File: config.mk
export PLATFORM = sky130hd
export DESIGN_NAME = display_window_scroller
export DESIGN_NICKNAME = d
export VERILOG_FILES = /design/src/rtl/display_pkg.sv /design/src/rtl/display_window_scroller_window_select.sv /design/src/rtl/display_window_scroller.sv
export SDC_FILE = /design/constraint.sdc
export NUM_CORES = 1
export LEC_CHECK = 0
export CORE_MARGIN = 1
export CORE_UTILIZATION = 49
export DETAILED_ROUTE_END_ITERATION = 16
export PLACE_DENSITY = 0.81
export SYNTH_ARGS = -nofsm -noshare
export SYNTH_HDL_FRONTEND = slang
export SYNTH_HIERARCHICAL = 1
export SYNTH_SLANG_ARGS = --single-unit
File: constraint.sdc
create_clock -name clk -period 1.7 [get_ports clk]
set_input_delay 0.34 -clock clk [delete_from_list [all_inputs] [get_ports clk]]
set_output_delay 0.34 -clock clk [all_outputs]
set_load 0.02 [all_outputs]
File: src/rtl/display_pkg.sv
`default_nettype none
// +----------------------------------------------------------------------+
// | display_pkg: shared state encoding, blank code and width helper      |
// | Revision: 1.0                                                        |
// +----------------------------------------------------------------------+
package display_pkg;

  typedef enum logic [1:0] {
    IDLE = 2'b00,
    SHOW = 2'b01,
    AUTO = 2'b10
  } state_t;

  localparam logic [3:0] BLANK_DEFAULT = 4'hF;

  // Ceiling log2 that never returns less than one bit.
  function automatic int pos_width(input int n);
    return (n <= 2) ? 1 : $clog2(n);
  endfunction

endpackage
`default_nettype wire

File: src/rtl/display_window_scroller_window_select.sv
`default_nettype none
// +----------------------------------------------------------------------+
// | window_select: picks WIN_DIGITS consecutive digits starting at pos   |
// | Revision: 1.0                                                        |
// +----------------------------------------------------------------------+
module window_select #(
  parameter int                 NUM_DIGITS = 5,
  parameter int                 WIN_DIGITS = 3,
  parameter int                 DIGIT_W    = 4,
  parameter int                 POS_W      = 2,
  parameter logic [DIGIT_W-1:0] BLANK_CODE = '1
) (
  input  logic [NUM_DIGITS*DIGIT_W-1:0] data,
  input  logic [POS_W-1:0]              pos,
  input  logic                          blank,
  output logic [WIN_DIGITS*DIGIT_W-1:0] win_out
);

  localparam int MAX_POS = NUM_DIGITS - WIN_DIGITS;

  genvar i;
  generate
    for (i = 0; i < WIN_DIGITS; i++) begin : g_digit
      logic [DIGIT_W-1:0] w_sel;

      // Iterating over legal offsets keeps every part-select constant and in range.
      always_comb begin
        w_sel = BLANK_CODE;
        if (!blank) begin
          for (int p = 0; p <= MAX_POS; p++) begin
            if (pos == POS_W'(p)) begin
              w_sel = data[(p+i)*DIGIT_W +: DIGIT_W];
            end
          end
        end
      end

      assign win_out[i*DIGIT_W +: DIGIT_W] = w_sel;
    end
  endgenerate

endmodule
`default_nettype wire

File: src/rtl/display_window_scroller.sv
`default_nettype none
// +----------------------------------------------------------------------+
// | display_window_scroller: captured BCD value shown through a scrolling|
// | window, manual or timer driven.            Revision: 1.0             |
// +----------------------------------------------------------------------+
module display_window_scroller
  import display_pkg::*;
#(
  parameter int                 NUM_DIGITS  = 5,
  parameter int                 WIN_DIGITS  = 3,
  parameter int                 DIGIT_W     = 4,
  parameter logic [DIGIT_W-1:0] BLANK_CODE  = DIGIT_W'(BLANK_DEFAULT),
  parameter int                 AUTO_PERIOD = 50_000_000,
  localparam int                MAX_POS     = NUM_DIGITS - WIN_DIGITS,
  localparam int                POS_W       = pos_width(MAX_POS + 1)
) (
  input  logic                          clk,
  input  logic                          rst_n,
  input  logic                          load,
  input  logic                          clear,
  input  logic                          scroll_left,
  input  logic                          scroll_right,
  input  logic                          auto_en,
  input  logic [NUM_DIGITS*DIGIT_W-1:0] bcd_in,
  output logic [WIN_DIGITS*DIGIT_W-1:0] win_out,
  output logic [POS_W-1:0]              win_pos,
  output logic                          at_left,
  output logic                          at_right,
  output logic                          showing
);

  localparam int TICK_W = pos_width(AUTO_PERIOD);

  state_t                        state_q, state_d;
  logic [NUM_DIGITS*DIGIT_W-1:0] data_q, data_d;
  logic [POS_W-1:0]              pos_q, pos_d;
  logic [TICK_W-1:0]             tick_cnt_q, tick_cnt_d;

  logic w_move_l, w_move_r, w_manual, w_at_max, w_at_min, w_wrap;

  assign w_move_l = scroll_left & ~scroll_right;
  assign w_move_r = scroll_right & ~scroll_left;
  assign w_manual = scroll_left | scroll_right;
  assign w_at_max = (pos_q == POS_W'(MAX_POS));
  assign w_at_min = (pos_q == '0);
  assign w_wrap   = (tick_cnt_q == TICK_W'(AUTO_PERIOD - 1));

  always_ff @(posedge clk) begin
    if (!rst_n) begin
      state_q    <= IDLE;
      data_q     <= '0;
      pos_q      <= '0;
      tick_cnt_q <= '0;
    end else begin
      state_q    <= state_d;
      data_q     <= data_d;
      pos_q      <= pos_d;
      tick_cnt_q <= tick_cnt_d;
    end
  end

  always_comb begin
    state_d    = state_q;
    data_d     = data_q;
    pos_d      = pos_q;
    tick_cnt_d = tick_cnt_q;

    if (clear) begin
      state_d    = IDLE;
      pos_d      = '0;
      tick_cnt_d = '0;
    end else if (load) begin
      data_d     = bcd_in;
      pos_d      = '0;
      tick_cnt_d = '0;
      state_d    = auto_en ? AUTO : SHOW;
    end else if (state_q != IDLE) begin
      if (w_move_l && !w_at_max) pos_d = pos_q + POS_W'(1);
      if (w_move_r && !w_at_min) pos_d = pos_q - POS_W'(1);

      case (state_q)
        SHOW: begin
          if (auto_en) begin
            state_d    = AUTO;
            tick_cnt_d = '0;
          end
        end
        AUTO: begin
          if (!auto_en) begin
            state_d = SHOW;
          end else if (w_manual) begin
            tick_cnt_d = '0;
          end else if (w_wrap) begin
            // Marquee step: wraps back to the LS end after the MS end.
            tick_cnt_d = '0;
            pos_d      = w_at_max ? '0 : pos_q + POS_W'(1);
          end else begin
            tick_cnt_d = tick_cnt_q + TICK_W'(1);
          end
        end
        default: state_d = IDLE;
      endcase
    end
  end

  window_select #(
    .NUM_DIGITS (NUM_DIGITS),
    .WIN_DIGITS (WIN_DIGITS),
    .DIGIT_W    (DIGIT_W),
    .POS_W      (POS_W),
    .BLANK_CODE (BLANK_CODE)
  ) u_window_select (
    .data    (data_q),
    .pos     (pos_q),
    .blank   (state_q == IDLE),
    .win_out (win_out)
  );

  assign win_pos  = pos_q;
  assign at_left  = w_at_max;
  assign at_right = w_at_min;
  assign showing  = (state_q != IDLE);

endmodule
`default_nettype wire

Word-level counts from Yosys, hierarchy flattened
Cells that the tools add are included.

Memory bits (writable): 0. Memories kept: 0. Bits of input ports: 27. Latch bits: 0. Flip-flop bits (word level): 50. Output and inout bits: 17. ROM bits: 0.

Bitwise operators: 7. Equal/unequal tests: 9. Shift operators: 0. $lt $le $gt $ge: 0. $mul: 0. Reductions and logical operators: 14. Divide/modulo/power cells: 0. Muxes and demuxes: 30. Add/subtract/negate cells: 3.

Operator list (number): $mux 26 (4); $pmux 26 s2 (1); $mux 4 (12); $add 26x1->26 const B (1); $eq 26x26->1 const B (1); $mux 2 (12); $ne 3x3->1 const B (2); $reduce_bool 2->1 (3); $eq 2x1->1 const B (2); $eq 2x2->1 const B (2); $logic_not 2->1 (2); $ne 2x2->1 const B (2); $not 1->1 (4); $pmux 2 s2 (1); $reduce_and 4->1 (1); $reduce_and 3->1 (1); $reduce_or 3->1 (1); $add 2x1->2 const B (1); $and 1x1->1 (2); $logic_and 1x1->1 (2); $logic_not 1->1 (2); $reduce_and 2->1 (1); $reduce_or 2->1 (1); $sub 2x1->2 const B (1); $or 1x1->1 (1).

Logic depth before layout (Yosys ltp)
Depth after elaboration: 9. Mapped depth: 7. Gate-level depth less buffers: 7.

Hierarchy
The synthesis kept the hierarchy.

By module, submodules not included: display_window_scroller (times used 1, area an instance 2478.6 µm², seq. area each 1001.0 µm², cells an instance 296); window_select (times used 1, area an instance 316.6 µm², seq. area each 0.0 µm², cells an instance 40).

Least setup slack after synthesis
No wires, ideal clock.

Path kind: register to output. From: register state_q[0]. To: output port win_out[0]. Path slack: -0.308 ns. Arrival: 1.668 ns. Stages on the path, launching flop included: 6. Cells stage by stage: dfxtp_1 or2_2 clkbuf_1 inv_1 and2b_1 a22oi_1.

Word-level cells in the longest chain between the ends: 2.

RTL lines: start: declaration (RTL line display_window_scroller.sv:34) `state_t state_q, state_d;`; start signal: assignment (RTL line display_window_scroller.sv:55) `state_q <= state_d;`; $logic_not 2->1 (RTL line display_window_scroller.sv:115) `.blank (state_q == IDLE),`; $mux 4 (RTL line display_window_scroller_window_select.sv:29) `if (!blank) begin`; end: declaration (RTL line display_window_scroller.sv:25) `output logic [WIN_DIGITS*DIGIT_W-1:0] win_out,`.

Every way passes these cells.

Worst setup path after layout
From: register state_q[0]. To: output port win_out[2].

Same word-level chain as after synthesis.

==> results.md <==
* Sequential area share after synthesis at 0.358
* Crit-path cells: or2_4 -> clkinv_4 -> and2b_2 -> a22oi_2 -> buf_4
* CP required at 1.36 ns
* Classification of the worst-slack hold path: reg2reg
* Syn_nets at 367
* Vias at 3060
* Delay of the slowest critical-path stage at 0.33 ns
* Dominant synthesized flop cell: dfxtp_1
* Post-Synth Adder-Cell Area at 0.0179
* Top cells by area, synth: dfxtp_1, nand2_1, a21boi_0, nor2_1, nand3_1
* CP Launch Point: state_q[0]
* Hold worst-path end: data_q[17]
* RSZ-0062 raised after global routing: yes
* Synth unique cells at 57
* Startpoint Class: flip-flop
* Port Buffers at 43
* DP Cell Count at 506
* Compound-Gate Fraction of Synth Area at 0.186
* Pwr/cell area at 517 mW/mm2
* Top-count cell post-synth: nand2_1
* Core Footprint at 0.00551 mm2
* CP max stage cell: dfxtp_2
* Remaining antenna violation count at 0
* Setup violators final at 19
* Yosys top cell by area: dfxtp_1
* Synth async-reset ratio at 0
* Cells after Synth at 336
* RR Endpoint: win_pos[1]
* CTS tree: built
* Period minus WS final at 1.90 ns
* Reg-to-reg slack, setup at -0.10 ns
* Area of the multi-input gates at 0.00204 mm2
* DRC viols at 0
* Synthesis-stage register bit count at 50
* Antenna diode count at 0
* Largest net degree at the start of global routing at 21
* Hold Path Origin: data_q[17]
* Worst-Margin Slew at 0.432 ns
* Cell Area, Synth at 0.00280 mm2
* First-pass GRT wire length at 14.0 mm
* Final #Nets at 483
* DR iter-0 viols at 241
* CP Class: reg2out
* Rows at 27
* R2R depth at 6
* Clock transition at the registers of the reported paths at 0.10 ns
* Top cells by count, synth: nand2_1, dfxtp_1, nor2_1
* Grt ovf at 0
* Later-pin clock latency in the skew report at 0.31 ns
* Failing checks: negative setup slack
* Post-CTS Hold Buffers at 0
* Layout cells sized above 1 at 0.423
* Max clock buf depth at 2
* Final Wtd Congestion at 0.888
* Final core occ at 0.795
* Die height at 77.5 um
* Worst slack, placed at -0.411 ns
* Clk Tree Root Cell: clkbuf_8
* Maxcap violations at 0
* Peak Freq at 0.525 GHz
* Final period util at 1.12
* CP Buf/Inv Count at 2
* Max Clock Skew at 0.0135 ns
* Post-synthesis simple-gate area fraction at 0.313
* Post-synth EDFFs at 0
* Finished Layout Cells at 524
* Total GRT Usage at 0.294
* DR vias/cell at 5.84
* WP data arrival at 1.56 ns
* Initial core utilization at 0.508
* Final hold viol count at 0
* Worst-path maximum fanout at 5
* Die W at 77.5 um
* Worst hold stages at 2
* Ports at 44
* Outcome: complete, but fails checks
* Peak supply drop at 0.362 mV
* Yosys top cell area share at 0.358
* Yosys Warn Count at 6
* Drt wl/cell at 17.7 um
* Slew HR at 0.711
* CP endpoint kind: output port
* Post-synthesis mux area share at 0.0430
* Routed wire length at 9.27 mm
* R2R Path Start: tick_cnt_q[12]
* CTS sink cnt at 50
* Max-slew violation count at 0
* Largest family of logic cells by synthesized area: simple AND/OR/NAND/NOR gates
* CP delay by family, top: simple AND/OR/NAND/NOR gates
* Avg Cell Area, Syn at 8.32 um2
* Filler instances at 325
* CTS H-tree depth at 2
* Initial antenna violation count at 0
* Pleak at 0.00166 uW
* Reg area at 0.00103 mm2
* Synth Area in XOR/XNOR at 0.0434
* Vias in the first global route at 2992
* CTS Buf Count at 5
* WHS at 0.477 ns
* Stages on the worst setup path at 5
* Setup slack after layout at -0.204 ns
* Area grow syn2layout at 56.6%
* DIE AREA at 0.00601 mm2
* Placed wire-length estimate at 5.89 mm
* Initial DRT Pass Iterations at 5
[power by group]
| group | switching [uW] | leakage, uW | total (uW) | internal (uW) |
|---|---|---|---|---|
| clock network | 402 | 0.0000438 | 680 | 278 |
| logic | 178 | 0.00120 | 372 | 193 |
| registers | 21.4 | 0.000414 | 1210 | 1190 |
[metrics by stage]
step                      cell area, um2  TNS, ns  total power, uW
final                               4380    -1.91             2260
after global routing                4380    -3.03             2340
after CTS                           4050    -1.60             2220
after detailed placement            3870   -11.39             1570
after global placement              3870    -9.34             1560
after floorplan                     2870        0             1380
[registers in the layout, summed over array words and instances (netlist names)]
register and flops:
data_q 20, win_pos 2, tick_cnt_q 26, state_q 2
[cell type report]
class                   instances  area share
clock inverters                 2     0.00229
well taps                      72      0.0206
inverters                       9      0.0111
repair buffers                123       0.250
flip-flops and latches         50       0.234
multi-input cells             263       0.465
clock buffers                   5      0.0157
[logic make-up after synthesis]
| kind of cell | after synthesis |
|---|---|
| AND/OR/NAND/NOR | 164 |
| AO/OA/AOI/OAI | 72 |
| flip-flops | 50 |
| buffers and inverters | 23 |
| XOR/XNOR | 13 |
| multiplexers | 10 |
| adder cells (fa/ha/maj) | 4 |
[repair_timing]
item / CTS / global route
setup buffers: 6 / 7
resized for setup: 107 / 71
cloned: 0 / 0
setup endpoints to repair: 39 / 38
pin swaps: 11 / 20
[worst min-delay path, delay by kind of cell, from the launching register on]
kind             cells  cell delay (ns)
flip-flops           1             0.32
AO/OA/AOI/OAI        1             0.07
AND/OR/NAND/NOR      1             0.05
[how the worst max path moves through the flow]
stage | slack, ns | to
after detailed placement | -0.41 | tick_cnt_q[20]
after global routing | -0.23 | win_out[2]
final | -0.20 | win_out[2]
after global placement | -0.35 | tick_cnt_q[20]
after floorplan | 0.02 | tick_cnt_q[3]
after CTS | -0.21 | win_out[2]
[metal layers]
metal / share of wire / GRT usage / vias to the layer above
met3: 0.059 / 0.0553 / 28
met4: 0.034 / 0.134 / 0
met5: 0 / 0 / -
met1: 0.41 / 0.356 / 1475
met2: 0.50 / 0.502 / 123
li1: - / - / 1434
[placed cells by master (no fill, tap or decap), drive strengths merged, types with 3 or more instances in the layout]
master / count
a21boi: 21
a21oi: 7
a22oi: 5
a31oi: 5
and2: 6
and3: 8
and4: 4
buf: 94
clkbuf: 6
clkdlybuf4s50: 24
clkinv: 3
dfxtp: 50
dlygate4sd2: 4
ha: 4
inv: 8
mux2: 4
mux2i: 6
nand2: 53
nand2b: 4
nand3: 16
nand4: 7
nor2: 32
nor2b: 8
nor3: 9
nor4: 4
o21ai: 14
o311ai: 4
o32a: 4
xnor2: 8
xor2: 5
No activity file was read; power rests on OpenSTA's default activity.
